`src/rtl/audio_clk_sequencer.sv`:
```
// Codec clock generator (MCLK/BCLK/LRCK) with glitch-free reconfiguration at frame boundaries.
// Outputs registered (ocfg_ready is combinational); one config may be pending, ocfg_ready stays low until it is applied.
module audio_clk_sequencer #(
    parameter int MCLK_HALF_DEFAULT  = 3,
    parameter int BCLK_RATIO_DEFAULT = 1,
    parameter int SLOT_BITS          = 32,
    parameter int LOCK_FRAMES        = 2
) (
    input  logic       iclk,
    input  logic       irst_n,
    input  logic       ienable,
    input  logic       icfg_valid,
    input  logic [7:0] icfg_mclk_half,
    input  logic [3:0] icfg_bclk_ratio,
    output logic       ocfg_ready,
    output logic       omclk,
    output logic       obclk,
    output logic       olrck,
    output logic       obclk_fall_stb,
    output logic       oframe_stb,
    output logic       olocked
);
    localparam int SW = (SLOT_BITS > 1) ? $clog2(SLOT_BITS) : 1;
    localparam int FW = $clog2(LOCK_FRAMES + 1);

    localparam logic [1:0] ST_IDLE  = 2'd0;
    localparam logic [1:0] ST_RUN   = 2'd1;
    localparam logic [1:0] ST_DRAIN = 2'd2;
    localparam logic [1:0] ST_APPLY = 2'd3;

    typedef struct packed {
        logic [7:0] half;
        logic [3:0] ratio;
    } cfg_t;

    localparam cfg_t CFG_DEFAULT = '{half: 8'(MCLK_HALF_DEFAULT), ratio: 4'(BCLK_RATIO_DEFAULT)};
    localparam logic [SW-1:0] SLOT_LAST = SW'(SLOT_BITS - 1);
    localparam logic [FW-1:0] LOCK_LAST = FW'(LOCK_FRAMES - 1);

    logic [1:0]    state;
    logic [1:0]    nxt;
    cfg_t          act_cfg;
    cfg_t          pend_cfg;
    cfg_t          in_cfg;
    logic          pend_vld;
    logic          cfg_acc;
    logic          running;
    logic [7:0]    mcnt;
    logic [3:0]    bcnt;
    logic [SW-1:0] scnt;
    logic [FW-1:0] fcnt;
    logic          mclk_tick;
    logic          mclk_fall;
    logic          bclk_tick;
    logic          bclk_fall;
    logic          lrck_tick;
    logic          lrck_fall;

    assign ocfg_ready = ((state == ST_IDLE) || (state == ST_RUN)) && !pend_vld;
    assign cfg_acc    = icfg_valid && ocfg_ready;

    // Zero ratios saturate to 1 on capture so the active config is never zero.
    assign in_cfg.half  = (icfg_mclk_half == 8'd0) ? 8'd1 : icfg_mclk_half;
    assign in_cfg.ratio = (icfg_bclk_ratio == 4'd0) ? 4'd1 : icfg_bclk_ratio;

    assign running   = (state == ST_RUN) || (state == ST_DRAIN);
    assign mclk_tick = running && (mcnt == act_cfg.half - 8'd1);
    assign mclk_fall = mclk_tick && omclk;
    assign bclk_tick = mclk_fall && (bcnt == act_cfg.ratio - 4'd1);
    assign bclk_fall = bclk_tick && obclk;
    assign lrck_tick = bclk_fall && (scnt == SLOT_LAST);
    assign lrck_fall = lrck_tick && olrck;

    always_comb begin
        nxt = state;
        case (state)
            ST_IDLE:  if (pend_vld || ienable) nxt = ST_APPLY;
            ST_APPLY: nxt = ienable ? ST_RUN : ST_IDLE;
            ST_RUN:   if (cfg_acc || !ienable) nxt = ST_DRAIN;
            ST_DRAIN: if (lrck_fall) nxt = pend_vld ? ST_APPLY : ST_IDLE;
            default:  nxt = ST_IDLE;
        endcase
    end

    always_ff @(posedge iclk or negedge irst_n) begin
        if (!irst_n) begin
            state    <= ST_IDLE;
            pend_vld <= 1'b0;
            pend_cfg <= CFG_DEFAULT;
            act_cfg  <= CFG_DEFAULT;
        end else begin
            state <= nxt;
            if (cfg_acc) begin
                pend_vld <= 1'b1;
                pend_cfg <= in_cfg;
            end else if (state == ST_APPLY) begin
                pend_vld <= 1'b0;
                if (pend_vld) act_cfg <= pend_cfg;
            end
        end
    end

    // Every LRCK fall coincides with BCLK and MCLK falls with all counters wrapping,
    // so the drain exit lands on a cycle where all clocks are already low.
    always_ff @(posedge iclk or negedge irst_n) begin
        if (!irst_n) begin
            mcnt           <= '0;
            bcnt           <= '0;
            scnt           <= '0;
            omclk          <= 1'b0;
            obclk          <= 1'b0;
            olrck          <= 1'b0;
            obclk_fall_stb <= 1'b0;
            oframe_stb     <= 1'b0;
        end else if (!running) begin
            mcnt           <= '0;
            bcnt           <= '0;
            scnt           <= '0;
            omclk          <= 1'b0;
            obclk          <= 1'b0;
            olrck          <= 1'b0;
            obclk_fall_stb <= 1'b0;
            oframe_stb     <= 1'b0;
        end else begin
            obclk_fall_stb <= bclk_fall;
            oframe_stb     <= lrck_fall;
            if (mclk_tick) begin
                mcnt  <= '0;
                omclk <= ~omclk;
            end else begin
                mcnt <= mcnt + 8'd1;
            end
            if (mclk_fall) begin
                if (bclk_tick) begin
                    bcnt  <= '0;
                    obclk <= ~obclk;
                end else begin
                    bcnt <= bcnt + 4'd1;
                end
            end
            if (bclk_fall) begin
                if (lrck_tick) begin
                    scnt  <= '0;
                    olrck <= ~olrck;
                end else begin
                    scnt <= scnt + SW'(1);
                end
            end
        end
    end

    always_ff @(posedge iclk or negedge irst_n) begin
        if (!irst_n) begin
            fcnt    <= '0;
            olocked <= 1'b0;
        end else if ((state == ST_RUN) && (nxt == ST_RUN)) begin
            if (lrck_fall && !olocked) begin
                fcnt <= fcnt + FW'(1);
                if (fcnt == LOCK_LAST) olocked <= 1'b1;
            end
        end else begin
            fcnt    <= '0;
            olocked <= 1'b0;
        end
    end
endmodule

```
`config.mk`:
```
export PLATFORM = sky130hd
export DESIGN_NAME = audio_clk_sequencer
export DESIGN_NICKNAME = d
export VERILOG_FILES = /design/src/rtl/audio_clk_sequencer.sv
export SDC_FILE = /design/constraint.sdc
export NUM_CORES = 1
export LEC_CHECK = 0
export BUFFER_PORTS_ARGS = -buffer_cell sky130_fd_sc_hd__buf_2
export CAP_MARGIN = 30
export CORE_AREA = 2 2 73 75
export CTS_CLUSTER_DIAMETER = 50
export DETAILED_ROUTE_END_ITERATION = 8
export DIE_AREA = 0 0 75 77
export PLACE_DENSITY = 0.82
export SETUP_SLACK_MARGIN = 0.05
export SYNTH_ARGS = -nofsm -noshare
export SYNTH_HDL_FRONTEND = slang
export SYNTH_SLANG_ARGS = --single-unit
```
`constraint.sdc`:
```
create_clock -name iclk -period 7.75 [get_ports iclk]
set_input_delay 0 -clock iclk [delete_from_list [all_inputs] [get_ports iclk]]
set_output_delay 0 -clock iclk [all_outputs]
set_load 0.1 [all_outputs]
```
* Word-level counts from Yosys, hierarchy flattened
Index checks and enable logic that the tools add are counted.
** Storage, ports and cells
- Register bits :: 52
- Logic and storage cells :: 99
- Output and inout bits :: 7
- Bits of input ports :: 16
** Cells by class
- Add/subtract/negate cells :: 6
- Bitwise logic cells :: 4
- Eq/ne operators :: 15
- Reductions and logical operators :: 25
- Mux-type cells :: 33
** Operator list (count)
- 8-bit 2-to-1 mux :: 3
- 1-bit 2-to-1 mux :: 16
- 4-bit 2-to-1 mux :: 4
- 5-bit 2-to-1 mux :: 3
- 2-bit by 1-bit inequality test with 1-bit output, second input constant :: 7
- 2-bit 2-to-1 mux :: 6
- 1-bit logical AND :: 10
- 8-bit by 1-bit adder with 8-bit output, second input constant :: 1
- 8-bit equality test :: 1
- 8-bit logical NOT :: 1
- 2-bit case mux with 4 select lines :: 1
- 8-bit by 1-bit subtractor with 8-bit output, second input constant :: 1
- 2-bit by 1-bit equality test with 1-bit output, second input constant :: 3
- 2-bit AND reduction :: 3
- 5-bit by 1-bit adder with 5-bit output, second input constant :: 1
- 5-bit equality test, second input constant :: 1
- 4-bit by 1-bit adder with 4-bit output, second input constant :: 1
- 2-bit equality test, second input constant :: 2
- 4-bit equality test :: 1
- 4-bit logical NOT :: 1
- 1-bit logical OR :: 4
- 1-bit NOT :: 4
- 4-bit by 1-bit subtractor with 4-bit output, second input constant :: 1
- 1-bit logical NOT :: 3
- other kinds (4) :: 4

* Longest topological paths before layout
- Depth in word-level cells :: 14
- Mapped depth :: 9
- Mapped depth without buffers :: 8

* Worst setup path after synthesis
Ideal clock, no wire load.
- Path type :: register -> register
- Start point :: register act_cfg[4] in the netlist's numbering
- End point :: register scnt[2]
- Arrival :: 2.563 ns
- Required time :: 7.668 ns
- Path slack :: 5.105 ns
- Clock period less this slack :: 2.645 ns
- Buffers on the path :: 0
- Library setup time :: 0.082 ns
- Cell stages (with the launch flop) :: 9
- Cells stage by stage :: dfstp_2 inv_1 ha_1 nand2b_4 or4b_4 a2111oi_4 nand4_2 or4b_1 a31oi_1
** Between the ends
- Word-level cells in the longest chain between the ends :: 10
- Elaborated cells between the ends (all ways) :: 11
- Classes of those cells :: add/sub (1); eq/ne (2); mux (3); reduce/logical (5)
** RTL lines
- from (decl) :: line 42 : cfg_t act_cfg;
- from (signal assigned) :: line 98 : if (pend_vld) act_cfg <= pend_cfg;
- 8-bit by 1-bit subtractor with 8-bit output * :: line 67 : assign mclk_tick = running && (mcnt == act_cfg.half - 8'd1);
- 8-bit equality test * :: line 67
- 1-bit logical AND * :: line 67
- 1-bit logical AND * :: line 68 : assign mclk_fall = mclk_tick && omclk;
- 1-bit logical AND * :: line 69 : assign bclk_tick = mclk_fall && (bcnt == act_cfg.ratio - 4'd1);
- 1-bit logical AND * :: line 70 : assign bclk_fall = bclk_tick && obclk;
- 1-bit logical AND :: line 71 : assign lrck_tick = bclk_fall && (scnt == SLOT_LAST);
- 5-bit 2-to-1 mux :: line 142 : if (lrck_tick) begin
- 5-bit 2-to-1 mux :: line 141 : if (bclk_fall) begin
- 5-bit 2-to-1 mux :: line 115 : end else if (!running) begin
- to (signal assigned) :: line 146 : scnt <= scnt + SW'(1);
- to (decl) :: line 50 : logic [SW-1:0] scnt;
Every way passes the cells marked *; elsewhere a longest branch is shown, timed or not. The select of a mux whose other input is x is not followed.
A chain may end at the register's enable or synchronous reset.

* Worst setup path after layout
- Start point :: register act_cfg[4] in the netlist's numbering
- End point :: register fcnt[1]
** Between the ends
- Word-level cells in the longest chain between the ends :: 13
- Elaborated cells between the ends (all ways) :: 15
- Classes of those cells :: add/sub (1); eq/ne (3); mux (3); reduce/logical (8)
** RTL lines
- 8-bit by 1-bit subtractor with 8-bit output * :: line 67
- 8-bit equality test * :: line 67
- 1-bit logical AND * :: line 67
- 1-bit logical AND * :: line 68
- 1-bit logical AND * :: line 69
- 1-bit logical AND * :: line 70
- 1-bit logical AND * :: line 71
- 1-bit logical AND * :: line 72 : assign lrck_fall = lrck_tick && olrck;
- 2-bit 2-to-1 mux :: line 80 : ST_DRAIN: if (lrck_fall) nxt = pend_vld ? ST_APPLY : ST_IDLE;
- 2-bit case mux with 4 select lines :: line 76 : case (state)
- 2-bit by 1-bit equality test with 1-bit output :: line 156 : end else if ((state == ST_RUN) && (nxt == ST_RUN)) begin
- 1-bit logical AND :: line 156
- 2-bit by 1-bit inequality test with 1-bit output (no source line) or 2-bit 2-to-1 mux (tied branches)
- to (signal assigned) :: line 158 : fcnt <= fcnt + FW'(1);
- to (decl) :: line 51 : logic [FW-1:0] fcnt;
Every way passes the cells marked *; elsewhere a longest branch is shown, timed or not.

==> metrics.yaml <==
worst_setup_path:
  crit_path_end_kind: "flip-flop"
  cpMaxStageDelayCell: "a2111oi_4"
  regToRegEndpoint: "fcnt[1]"
  r2r_slack_ps: 4880
  critPathLaunchType: "flip-flop"
  cp_slowest_stage_delay_ps: 580
  critical_path_arrival_ps: 3070
  ff2ff_path_depth: 8
  crit_cells: 8
  crit_buf_inv: 1
  path_class: "flip-flop to flip-flop"
  critical_path_peak_fanout: 7
  crit_family: "compound AO/OA/AOI/OAI gates"
  regToRegStartpoint: "act_cfg[4]"
  crit_required_ps: 7950
  crit_chain: "inv_1 -> ha_1 -> nand2b_4 -> or4b_4 -> a2111oi_4 -> nand4_2 -> o21a_1 -> a2111oi_2"
die:
  die_y_um: 77
  io_pins: 23
  core-area_sq_um: 4980
  rows: 26
  start_util_pct: 58.0
  die_w_um: 75
  dieArea_sq_um: 5780
logic_synthesis:
  synth.distinct_cells: 56
  ys.flop_type: "dfrtp_1"
  synth-edff-count: 0
  async_flop_share_pct: 100
  netlist.area_leader.share_pct: 39.9
  yosys.area.top_type: "dfrtp_1"
  synth_area_per_cell_sq_um: 10.7
  syn_area_sq_um: 2890
  ys_warn_count: 0
  synth-seq-cells: 52
  synth_nets: 299
  syn_inst: 271
  seq_area_frac_synth_pct: 45.3
  synthTopCellsByArea: "dfrtp_1, mux2_2, dfstp_2"
placed_design:
  place.detailed.hpwl_um: 3870
  gp_congestion: 0.819
  placed_cell_area_sq_um: 3070
  port-buffer-count: 22
sta:
  tns_ps: 0
  setup_viol: 0
  max_freq_mhz: 349
  worst_pin_slew_ps: 665
  slew_headroom_pct: 55.4
  finalHoldViolCount: 0
  post-route-period-util_pct: 37.0
  rsz0062_at_grt: "no"
  fin_worst_skew_ps: 10.1
  fin_crit_ps: 2870
  hold_ws_ps: 98.5
  drv_slew: 0
global_route:
  grt_use_met1_pct: 30.3
  grt_start_max_net_pins: 53
  grt_usage_pct: 22.2
  antenna_found_initial: 0
  busiest_layer: "met2"
  grt_pass1_wl_um: 10000
  grt_pass1_vias: 2140
  grtUsageMet2_pct: 36.2
  grt_overflow: 0
  globalRouteMet3Util_pct: 4.20
route:
  detail-route-antenna-nets: 0
  drcViolationCount: 0
  first_pass_iters: 4
  avgRoutedWirePerCell_um: 14.8
  viasPerCell: 5.73
  vias: 2189
  drtIter0Drc: 65
  wl_um: 5640
cts:
  ctsHtreeMaxLevel: 2
  post_cts_buffers: 0
  cts.clk_slew.worst_paths_ps: 100
  cts_tree: "yes"
  cts_buffer_depth: 2
  cts_buffers: 5
  root_buffer: "clkbuf_8"
  worstSkewPairLatency_ps: 310
  cts_sinks: 52
hold_path:
  hp-start: "icfg_valid"
  hold-path-endpoint: "pend_vld"
  hp-class: "input port to flip-flop"
  holdPathStages: 3
power_and_ir_drop:
  worst_ir_drop_vdd_mv: 0.214
  total_leakage_power_nw: 1.51
  powerDensity_nw_per_um2: 346
layout:
  layout_common_cells: "dfrtp_1, nor2_1, mux2_2, buf_2, inv_1"
  final_area_sq_um: 3330
  n_fill_cell: 391
  final_common_cell: "dfrtp_1"
  nets: 339
  drive_gt1_share_pct: 24.0
  diodes: 0
  area_growth_pct: 15.5
run:
  max_cap_violations: 0
status:
  status: "completed"
## worst reg2reg max path: stages (launching register included)
cell       delay, ps
dfstp_2          410
inv_1             60
ha_1             240
nand2b_4          70
or4b_4           530
a2111oi_4        580
nand4_2          290
o21a_1           260
a2111oi_2        330
## registers in the layout (all words and copies together) (netlist names), 2 cells and up
| name | cells |
|---|---|
| mcnt | 8 |
| scnt | 5 |
| pend_cfg | 12 |
| state | 2 |
| bcnt | 4 |
| act_cfg | 12 |
| fcnt | 2 |
## metrics by stage
stage | setup WS, ps | util [%] | power [W] | instances
after CTS | 4860 | 66.8 | 0.00116 | 381
final | 4880 | 67.0 | 0.00115 | 382
after floorplan | 5110 | - | 0.000850 | 271
after global placement | 4990 | 61.7 | 0.000935 | 359
after global routing | 4600 | 67.0 | 0.00124 | 382
after detailed placement | 4890 | 61.7 | 0.000954 | 359
## report_power, final
group / leakage, nW / internal [W] / switching, W / total, W
combinational: 0.794 / 0.000225 / 0.000286 / 0.000511
clock: 0.0548 / 0.0000974 / 0.0000951 / 0.000192
sequential: 0.662 / 0.000363 / 0.0000876 / 0.000451
total: 1.51 / 0.000686 / 0.000468 / 0.00115
## final cells by class
| cell class | count | area, sq um | area share [%] |
|---|---|---|---|
| clock buffer | 5 | 68.8 | 2.06 |
| inverter | 15 | 56.3 | 1.69 |
| multi-input combinational | 199 | 1500 | 45.0 |
| timing repair buffer | 38 | 265 | 7.95 |
| sequential | 52 | 1310 | 39.2 |
| clock inverter | 3 | 46.3 | 1.39 |
| tap | 70 | 87.6 | 2.63 |
## synth_stat cells (all sizes together), types with 2 or more instances
cell type,instances
nor2b,4
clkbuf,4
a31o,2
o21a,2
a21oi,7
nor3,6
o211ai,2
or4,2
nand3,14
and3,8
o21ai,7
nand2b,4
a21boi,6
or2,2
mux2,22
nor2,24
ha,12
inv,15
a2111oi,2
or3,7
a211oi,4
mux2i,2
nand2,13
xnor2,8
dfstp,6
nor4,3
xor2,9
nand4,5
or4b,2
dfrtp,46
a31oi,6
## routing by layer
layer	part of all wire [%]	up-vias
met5	0	-
met1	46	1080
met4	1.1	0
li1	-	1062
met3	3.0	7
met2	50	40
## logic make-up after synthesis
group                      count (synthesis)  synth area share [%]
DFF                                       52                  45.3
and+or+nand+nor                          100                  19.7
AOI/OAI and AO/OA                         45                  11.9
xor gates and xnor gates                  18                  5.94
adders and majority gates                 12                  5.20
muxes                                     24                  9.28
buffers and inverters                     20                  2.64
## how the worst max path moves through the flow
stage,end,startpoint
2_1_floorplan,scnt[2],act_cfg[4]
3_3_place_gp,fcnt[0],act_cfg[4]
3_5_place_dp,fcnt[0],act_cfg[4]
4_1_cts,fcnt[0],act_cfg[4]
5_1_grt,fcnt[1],act_cfg[4]
6_report,fcnt[1],act_cfg[4]
## timing repair
| item | 4_1_cts | 5_1_grt |
|---|---|---|
| endpoints found under the setup margin | 0 | 0 |
| resized for setup | 0 | 0 |
| hold buffers | 14 | 0 |
| hold endpoints to repair | 58 | 0 |
No activity file was read; power rests on OpenSTA's default activity.
